### src/rtl/bus_arbiter_pkg.sv
// Shared definitions for the common-bus arbiter.
//   NUM_PROC / NUM_SNOOP : fixed requester counts
//   arb_state_t          : processor-side ownership state
//   proc_idx / snoop_idx : one-hot to binary index helpers
package bus_arbiter_pkg;

    localparam int unsigned NUM_PROC    = 8;
    localparam int unsigned NUM_SNOOP   = 4;
    localparam int unsigned PROC_PTR_W  = 3;
    localparam int unsigned SNOOP_PTR_W = 2;

    typedef enum logic {
        IDLE,
        OWNED
    } arb_state_t;

    function automatic logic [PROC_PTR_W-1:0] proc_idx(input logic [NUM_PROC-1:0] oh);
        logic [PROC_PTR_W-1:0] idx;
        idx = '0;
        for (int unsigned i = 0; i < NUM_PROC; i++) begin
            if (oh[i]) idx = PROC_PTR_W'(i);
        end
        return idx;
    endfunction

    function automatic logic [SNOOP_PTR_W-1:0] snoop_idx(input logic [NUM_SNOOP-1:0] oh);
        logic [SNOOP_PTR_W-1:0] idx;
        idx = '0;
        for (int unsigned i = 0; i < NUM_SNOOP; i++) begin
            if (oh[i]) idx = SNOOP_PTR_W'(i);
        end
        return idx;
    endfunction

endpackage

### src/rtl/bus_arbiter_rr_pick.sv
// Combinational round-robin selector.
//   req   : request vector
//   ptr   : index searched first; search wraps upward modulo WIDTH
//   gnt   : one-hot winner (zero when no request)
//   valid : at least one request present
module rr_pick #(
    parameter int unsigned WIDTH = 4,
    localparam int unsigned PTR_W = (WIDTH > 1) ? $clog2(WIDTH) : 1
) (
    input  logic [WIDTH-1:0] req,
    input  logic [PTR_W-1:0] ptr,
    output logic [WIDTH-1:0] gnt,
    output logic             valid
);

    logic [PTR_W-1:0] idx;

    always_comb begin
        gnt   = '0;
        valid = 1'b0;
        idx   = '0;
        for (int unsigned i = 0; i < WIDTH; i++) begin
            idx = PTR_W'((32'(ptr) + i) % WIDTH);
            if (!valid && req[idx]) begin
                gnt[idx] = 1'b1;
                valid    = 1'b1;
            end
        end
    end

endmodule

### src/rtl/bus_arbiter.sv
// Common-bus arbiter for the 8-processor MESI system.
//   clk, rst_n                    : clock, asynchronous active-low reset
//   Com_Bus_Req_proc_0..7 / Gnt   : processor bus ownership request / registered grant
//   Com_Bus_Req_snoop_0..3 / Gnt  : snoop responder request / registered grant
//   Mem_snoop_req / Mem_snoop_gnt : memory responder request / registered grant
// One processor owns the bus until it drops its request; while it does, one responder
// (cache snooper preferred over memory) is granted at a time.
module bus_arbiter
    import bus_arbiter_pkg::*;
(
    input  logic clk,
    input  logic rst_n,
    input  logic Com_Bus_Req_proc_0,
    input  logic Com_Bus_Req_proc_1,
    input  logic Com_Bus_Req_proc_2,
    input  logic Com_Bus_Req_proc_3,
    input  logic Com_Bus_Req_proc_4,
    input  logic Com_Bus_Req_proc_5,
    input  logic Com_Bus_Req_proc_6,
    input  logic Com_Bus_Req_proc_7,
    input  logic Com_Bus_Req_snoop_0,
    input  logic Com_Bus_Req_snoop_1,
    input  logic Com_Bus_Req_snoop_2,
    input  logic Com_Bus_Req_snoop_3,
    input  logic Mem_snoop_req,
    output logic Com_Bus_Gnt_proc_0,
    output logic Com_Bus_Gnt_proc_1,
    output logic Com_Bus_Gnt_proc_2,
    output logic Com_Bus_Gnt_proc_3,
    output logic Com_Bus_Gnt_proc_4,
    output logic Com_Bus_Gnt_proc_5,
    output logic Com_Bus_Gnt_proc_6,
    output logic Com_Bus_Gnt_proc_7,
    output logic Com_Bus_Gnt_snoop_0,
    output logic Com_Bus_Gnt_snoop_1,
    output logic Com_Bus_Gnt_snoop_2,
    output logic Com_Bus_Gnt_snoop_3,
    output logic Mem_snoop_gnt
);

    logic [NUM_PROC-1:0]    proc_req;
    logic [NUM_SNOOP-1:0]   snoop_req;

    arb_state_t             state_q, state_d;
    logic [PROC_PTR_W-1:0]  proc_ptr_q, proc_ptr_d;
    logic [NUM_PROC-1:0]    proc_gnt_q, proc_gnt_d;
    logic [SNOOP_PTR_W-1:0] snoop_ptr_q, snoop_ptr_d;
    logic [NUM_SNOOP-1:0]   snoop_gnt_q, snoop_gnt_d;
    logic                   mem_gnt_q, mem_gnt_d;

    logic [NUM_PROC-1:0]    proc_pick;
    logic                   proc_pick_valid;
    logic [NUM_SNOOP-1:0]   snoop_pick;
    logic                   snoop_pick_valid;

    logic                   owner_keep;
    logic                   resp_keep;

    assign proc_req = {Com_Bus_Req_proc_7, Com_Bus_Req_proc_6, Com_Bus_Req_proc_5,
                       Com_Bus_Req_proc_4, Com_Bus_Req_proc_3, Com_Bus_Req_proc_2,
                       Com_Bus_Req_proc_1, Com_Bus_Req_proc_0};
    assign snoop_req = {Com_Bus_Req_snoop_3, Com_Bus_Req_snoop_2,
                        Com_Bus_Req_snoop_1, Com_Bus_Req_snoop_0};

    rr_pick #(
        .WIDTH (NUM_PROC)
    ) u_proc_pick (
        .req   (proc_req),
        .ptr   (proc_ptr_q),
        .gnt   (proc_pick),
        .valid (proc_pick_valid)
    );

    rr_pick #(
        .WIDTH (NUM_SNOOP)
    ) u_snoop_pick (
        .req   (snoop_req),
        .ptr   (snoop_ptr_q),
        .gnt   (snoop_pick),
        .valid (snoop_pick_valid)
    );

    // The current holder keeps its grant only while it is still requesting.
    assign owner_keep = |(proc_gnt_q & proc_req);
    assign resp_keep  = (|(snoop_gnt_q & snoop_req)) | (mem_gnt_q & Mem_snoop_req);

    always_comb begin
        state_d     = state_q;
        proc_ptr_d  = proc_ptr_q;
        proc_gnt_d  = proc_gnt_q;
        snoop_ptr_d = snoop_ptr_q;
        snoop_gnt_d = snoop_gnt_q;
        mem_gnt_d   = mem_gnt_q;

        unique case (state_q)
            IDLE: begin
                // Responders are never granted on the edge that hands out ownership.
                snoop_gnt_d = '0;
                mem_gnt_d   = 1'b0;
                if (proc_pick_valid) begin
                    state_d    = OWNED;
                    proc_gnt_d = proc_pick;
                    proc_ptr_d = proc_idx(proc_pick) + PROC_PTR_W'(1);
                end
            end
            OWNED: begin
                if (!owner_keep) begin
                    // Release also tears down any responder; IDLE gives the turnaround cycle.
                    state_d     = IDLE;
                    proc_gnt_d  = '0;
                    snoop_gnt_d = '0;
                    mem_gnt_d   = 1'b0;
                end else if (!resp_keep) begin
                    // Nothing held (or holder just dropped): re-arbitrate on this same edge.
                    if (snoop_pick_valid) begin
                        snoop_gnt_d = snoop_pick;
                        mem_gnt_d   = 1'b0;
                        snoop_ptr_d = snoop_idx(snoop_pick) + SNOOP_PTR_W'(1);
                    end else begin
                        snoop_gnt_d = '0;
                        mem_gnt_d   = Mem_snoop_req;
                    end
                end
            end
            default: begin
                state_d     = IDLE;
                proc_gnt_d  = '0;
                snoop_gnt_d = '0;
                mem_gnt_d   = 1'b0;
            end
        endcase
    end

    always_ff @(posedge clk or negedge rst_n) begin
        if (!rst_n) begin
            state_q     <= IDLE;
            proc_ptr_q  <= '0;
            proc_gnt_q  <= '0;
            snoop_ptr_q <= '0;
            snoop_gnt_q <= '0;
            mem_gnt_q   <= 1'b0;
        end else begin
            state_q     <= state_d;
            proc_ptr_q  <= proc_ptr_d;
            proc_gnt_q  <= proc_gnt_d;
            snoop_ptr_q <= snoop_ptr_d;
            snoop_gnt_q <= snoop_gnt_d;
            mem_gnt_q   <= mem_gnt_d;
        end
    end

    assign Com_Bus_Gnt_proc_0  = proc_gnt_q[0];
    assign Com_Bus_Gnt_proc_1  = proc_gnt_q[1];
    assign Com_Bus_Gnt_proc_2  = proc_gnt_q[2];
    assign Com_Bus_Gnt_proc_3  = proc_gnt_q[3];
    assign Com_Bus_Gnt_proc_4  = proc_gnt_q[4];
    assign Com_Bus_Gnt_proc_5  = proc_gnt_q[5];
    assign Com_Bus_Gnt_proc_6  = proc_gnt_q[6];
    assign Com_Bus_Gnt_proc_7  = proc_gnt_q[7];
    assign Com_Bus_Gnt_snoop_0 = snoop_gnt_q[0];
    assign Com_Bus_Gnt_snoop_1 = snoop_gnt_q[1];
    assign Com_Bus_Gnt_snoop_2 = snoop_gnt_q[2];
    assign Com_Bus_Gnt_snoop_3 = snoop_gnt_q[3];
    assign Mem_snoop_gnt       = mem_gnt_q;

endmodule

### config.mk
export PLATFORM = sky130hd
export DESIGN_NAME = bus_arbiter
export DESIGN_NICKNAME = d
export VERILOG_FILES = /design/src/rtl/bus_arbiter_pkg.sv /design/src/rtl/bus_arbiter_rr_pick.sv /design/src/rtl/bus_arbiter.sv
export SDC_FILE = /design/constraint.sdc
export NUM_CORES = 1
export LEC_CHECK = 0
export ABC_AREA = 0
export BUFFER_PORTS_ARGS = -buffer_cell sky130_fd_sc_hd__buf_4
export CORE_MARGIN = 3
export CORE_UTILIZATION = 40
export CTS_CLUSTER_SIZE = 24
export DETAILED_ROUTE_END_ITERATION = 8
export PLACE_DENSITY = 0.72
export SLEW_MARGIN = 20
export SYNTH_ARGS = -nofsm -noshare
export SYNTH_HDL_FRONTEND = slang
export SYNTH_SLANG_ARGS = --single-unit
export TNS_END_PERCENT = 100
### constraint.sdc
create_clock -name clk -period 4.28 [get_ports clk]
set_clock_uncertainty 0.15 [all_clocks]
set_input_delay 0.856 -clock clk [delete_from_list [all_inputs] [get_ports clk]]
set_output_delay 0.856 -clock clk [all_outputs]
set_load 0.05 [all_outputs]
# After elaboration in Yosys (flattened, before gate mapping)
# Index checks and enable logic that the tools add are counted.
[totals] rom_bits=0 ff_bits=19 latchBits=0 ram_bits=0 memories=0 word_cells=200
[op_classes] eq_ne=3 reduce_logical=37 add_sub_neg=12 n_div=0 bitwise=16 n_mux=102 shifts=0 order_cmp=24 multipliers=0
[op_table] op="2-to-1 mux 8 bit" count=10
[op_table] op="bitwise OR 8 bit" count=7
[op_table] op="2-to-1 mux 1 bit" count=43
[op_table] op="less-than comparator 3 x 4 -> 1 bit (second input constant)" count=8
[op_table] op="2-to-1 mux 4 bit" count=7
[op_table] op="binary-select mux 1 bit (select 3 bit)" count=8
[op_table] op="demux 1 bit (select 3 bit)" count=8
[op_table] op="greater-or-equal comparator 3 x 1 -> 1 bit (second input constant)" count=8
[op_table] op="2-to-1 mux 3 bit" count=8
[op_table] op="logical AND 1 bit" count=22
[op_table] op="one-hot mux 8 bit (2 select lines)" count=1
[op_table] op="adder 3 bit (second input constant)" count=4
[op_table] op="less-than comparator 2 x 3 -> 1 bit (second input constant)" count=4
[op_table] op="2-to-1 mux 2 bit" count=6
[op_table] op="bitwise OR 4 bit" count=3
[op_table] op="zero test 1 bit" count=10
[op_table] op="AND 8 bit" count=1
[op_table] op="binary-select mux 1 bit (select 2 bit)" count=4
[op_table] op="demux 1 bit (select 2 bit)" count=4
[op_table] op="greater-or-equal comparator 2 x 1 -> 1 bit (second input constant)" count=4
[op_table] op="one-hot mux 4 bit (2 select lines)" count=1
[op_table] op="OR reduction 8 bit" count=1
[op_table] op="adder 3 x 1 -> 3 bit (second input constant)" count=2
[op_table] op="adder 3 x 2 -> 3 bit (second input constant)" count=2
[op_table] op="12 further kinds" count=18

# Logic depth before layout (Yosys ltp)
[logic_depth] word_depth=34 mapped_depth=17

# Hierarchy
# A second synthesis with hierarchy kept.
[unflattened] hier_cells=268 hier_area_um2=2483.6
[modules_own_cells] mod="rr_pick at u_proc_pick" instances=1 area_per_inst_um2=1096.1 cells_each=123 seq_area_each_um2=0.0
[modules_own_cells] mod="bus_arbiter" instances=1 area_per_inst_um2=893.4 cells_each=83 seq_area_each_um2=475.5
[modules_own_cells] mod="rr_pick at u_snoop_pick" instances=1 area_per_inst_um2=494.2 cells_each=62 seq_area_each_um2=0.0

# Worst setup path after synthesis
# Ideal clock, no wire load.
[synth_path] kind="flip-flop to flip-flop" from="register proc_ptr_q[0]" to="register proc_ptr_q[2]" arrival_time_ns=3.920 setup_slack_ns=0.058 n_path_buf=4 synth_period_minus_slack_ns=4.222 setup_time_ns=0.152 t_required_ns=3.978 path_stages_with_launch=17 cell_sequence="dfrtp_1 -> buf_2 -> inv_2 -> clkbuf_1 -> ha_1 -> buf_6 -> mux2i_1 -> mux4_2 -> a22oi_4 -> buf_6 -> a211oi_1 -> a2111oi_0 -> o2111ai_1 -> or2_1 -> ha_1 -> nor4_1 -> o31ai_1"
[synth_via] elab_chain_len=34 elab_cells_between_ends=111
[synth_lines] element="start, declared" line="bus_arbiter.sv:45" text="logic [PROC_PTR_W-1:0] proc_ptr_q, proc_ptr_d;"
[synth_lines] element="start signal, assigned" line="bus_arbiter.sv:144" text="proc_ptr_q <= proc_ptr_d;"
[synth_lines] element="parallel branches: the longest is 34 deep, another holds less-than comparator 3 x 4 -> 1 bit"
# Several ways; the timed one is not identified. The select of a mux whose other input is x is not followed.
# A chain may end at the register's enable or synchronous reset.

# Worst setup path after layout
[layout_path] from="register proc_ptr_q[1]" to="register proc_ptr_q[2]"
# The elaborated chain is that of the path after synthesis.

==> results.cfg <==
[worst_setup_path]
critPathKind = register to register
setup.worst_path.start = proc_ptr_q[1]
crit_path_start_kind = register
rrSetupSlack_ns = 0.18
rr_startpoint = proc_ptr_q[1]
cp_data_required_time_ns = 4.27
crit_fanout = 7
setup.worst_path.end_class = register
cp.arrival_ns = 4.09

[cells_and_area]
regArea_um2 = 475.5
nNetsFinal = 350
final_cell_mix = buf_4, nand2_1, dfrtp_1, nor2_1, mux4_2
instances_no_fill = 395
drive_gt1_share_pct = 27.19
syn2layout_area_growth_pct = 17.35
fillers = 589
multiInputGateArea_um2 = 2009
utilization_pct = 49.84
final_cell_area_um2 = 3038
final_common_cell = buf_4
antenna_cells = 0

[clock_network]
cts.htree.levels = 1
clock-sinks = 19
cts_tree = yes
clock_path_buffers = 2
holdBufCountCts = 0
cts.clk_slew.worst_paths_ns = 0.08
worstSkewPairLatency_ns = 0.27
numCtsBuffers = 3
clockRootBuffer = clkbuf_8

[global_route]
antenna_found_initial = 0
grt_max_degree = 39
grt_pass1_wl_um = 12750
grtUsageTotal_pct = 21.17
grt_pass1_vias = 2501
grt-ovfl-total = 0

[yosys]
ys_ff_latch = 19
synth-edff-count = 0
synth_top_area_share_pct = 18.37
synth_top_cell_by_area = dfrtp_1
yosysWarnings = 0
ys_seq_area_share_pct = 18.37
syn-num-nets = 312
syn-cell-area_um2 = 2589
synth-main-ff-cell = dfrtp_1
synthArstFlopShare_pct = 100.0
syn_area_per_cell_um2 = 9.147
synth_area_leaders = dfrtp_1, mux4_2, ha_1
yosys.cell_types.count = 69
synth_cells = 283

[placed_design]
placed_cells = 386
numPortBuffers = 27
hpwl_um = 5837
dpl_cell_area_um2 = 2930
gp_congestion = 0.9600

[routing]
dr.pass1.iters = 5
drc = 0
wire_per_inst_um = 20.23
drt_iter0_drc = 446
drt_wl_total_um = 7991
ant_nets = 0
vias_per_cell = 6.916
vias = 2732

[timing]
finalHoldViolCount = 0
finalCritPeriodShare_pct = 95.86
min_period_ns = 4.103
setup_viol = 0
slew_headroom_pct = 39.58
max_slew.worst_pin.slew_ns = 0.8965
max_freq_mhz = 243.7
slew_violations = 0

[floorplan]
die_h_um = 86.45
num_io_pins = 28
die_area_um2 = 7473
rows = 28
core_area_um2 = 6096
initial_core_util_pct = 42.47
die-width_um = 86.45

[min_path]
min_path_type = input port to asynchronous set/reset pin

[run_status]
status = completed

[job]
max_cap_violations = 0
[final timing paths]
kind / endpoint / cells after the start
max: proc_ptr_q[2] / 14
min: snoop_gnt_q[3] / 1
max reg2reg: proc_ptr_q[2] / 14
min reg2reg: snoop_gnt_q[2] / 2
max in group asynchronous: proc_ptr_q[2] / 1
min in group clk: snoop_gnt_q[2] / 2
[metrics by stage]
step	setup TNS, ns	hold WS [ns]	worst slack [ns]
floorplan	0	0.4104	0.05849
finish	0	0.2968	0.1772
detailed placement	0	0.3438	0.01149
global placement	0	0.3487	0.08506
CTS	0	0.3089	0.03263
global route	-0.05938	0.3062	-0.05938
[critical path, cell delays in order, from the launching register on]
cell and delay (ns):
dfrtp_1 0.38, inv_1 0.14, ha_2 0.36, mux2i_1 0.22, mux4_2 0.51, a22oi_4 0.32
buf_4 0.19, o22ai_2 0.08, a2111oi_1 0.38, buf_4 0.20, o2111ai_1 0.14, or2_1 0.26
ha_1 0.22, nor4_1 0.31, o31ai_1 0.12
[area by class of cell]
type,instances,area share (%)
Inverter,6,0.7414
Multi-Input combinational cell,239,66.15
Clock buffer,3,1.359
Sequential cell,19,15.65
Timing Repair Buffer,52,12.85
Tap cell,75,3.089
Clock inverter,1,0.1647
[synthesized netlist by cell type, types with 4 or more instances]
library cell	n
a211oi_1	7
a21oi_1	7
a221o_1	4
a221oi_1	4
a22o_1	5
a22oi_1	11
a311oi_1	4
a31oi_1	4
and2_1	6
buf_2	6
clkbuf_1	8
dfrtp_1	19
ha_1	14
inv_1	5
mux2i_1	14
mux4_2	16
nand2_1	31
nand3_1	5
nand3b_1	4
nor2_1	17
nor3_1	7
nor3b_1	6
o21ai_0	7
o31ai_1	4
[flip-flops by register name (all words and copies together) (netlist names)]
name / count
proc_ptr_q: 3
snoop_ptr_q: 2
snoop_gnt_q: 4
proc_gnt_q: 8
Mem_snoop_gnt: 1
state_q: 1
[kinds of logic (layout without fill, tap and decap cells)]
| kind of cell | Yosys count | after routing | synth area share, % |
|---|---|---|---|
| adder cells (fa/ha/maj) | 14 | 14 | 6.767 |
| AO/OA/AOI/OAI | 86 | 86 | 26.63 |
| XOR/XNOR | 4 | 4 | 1.354 |
| multiplexers | 34 | 34 | 21.07 |
| AND/OR/NAND/NOR | 101 | 101 | 20.88 |
| flip-flops | 19 | 19 | 18.37 |
| buffers and inverters | 25 | 62 | 4.930 |
[layer usage]
layer,vias to the layer above,GRT usage (%),share of wire (%)
li1,1209,-,-
met1,1336,31.45,44
met2,164,31.71,45
met3,23,4.087,9.7
met4,0,4.958,1.6
met5,-,0,0
[timing repair]
action	CTS	global route
buffers inserted	0	5
gates resized for setup	0	7
setup endpoints to repair	0	2
Power is not shown: default switching activity piles up to over one toggle a cycle in this logic, so the estimate is an artifact.
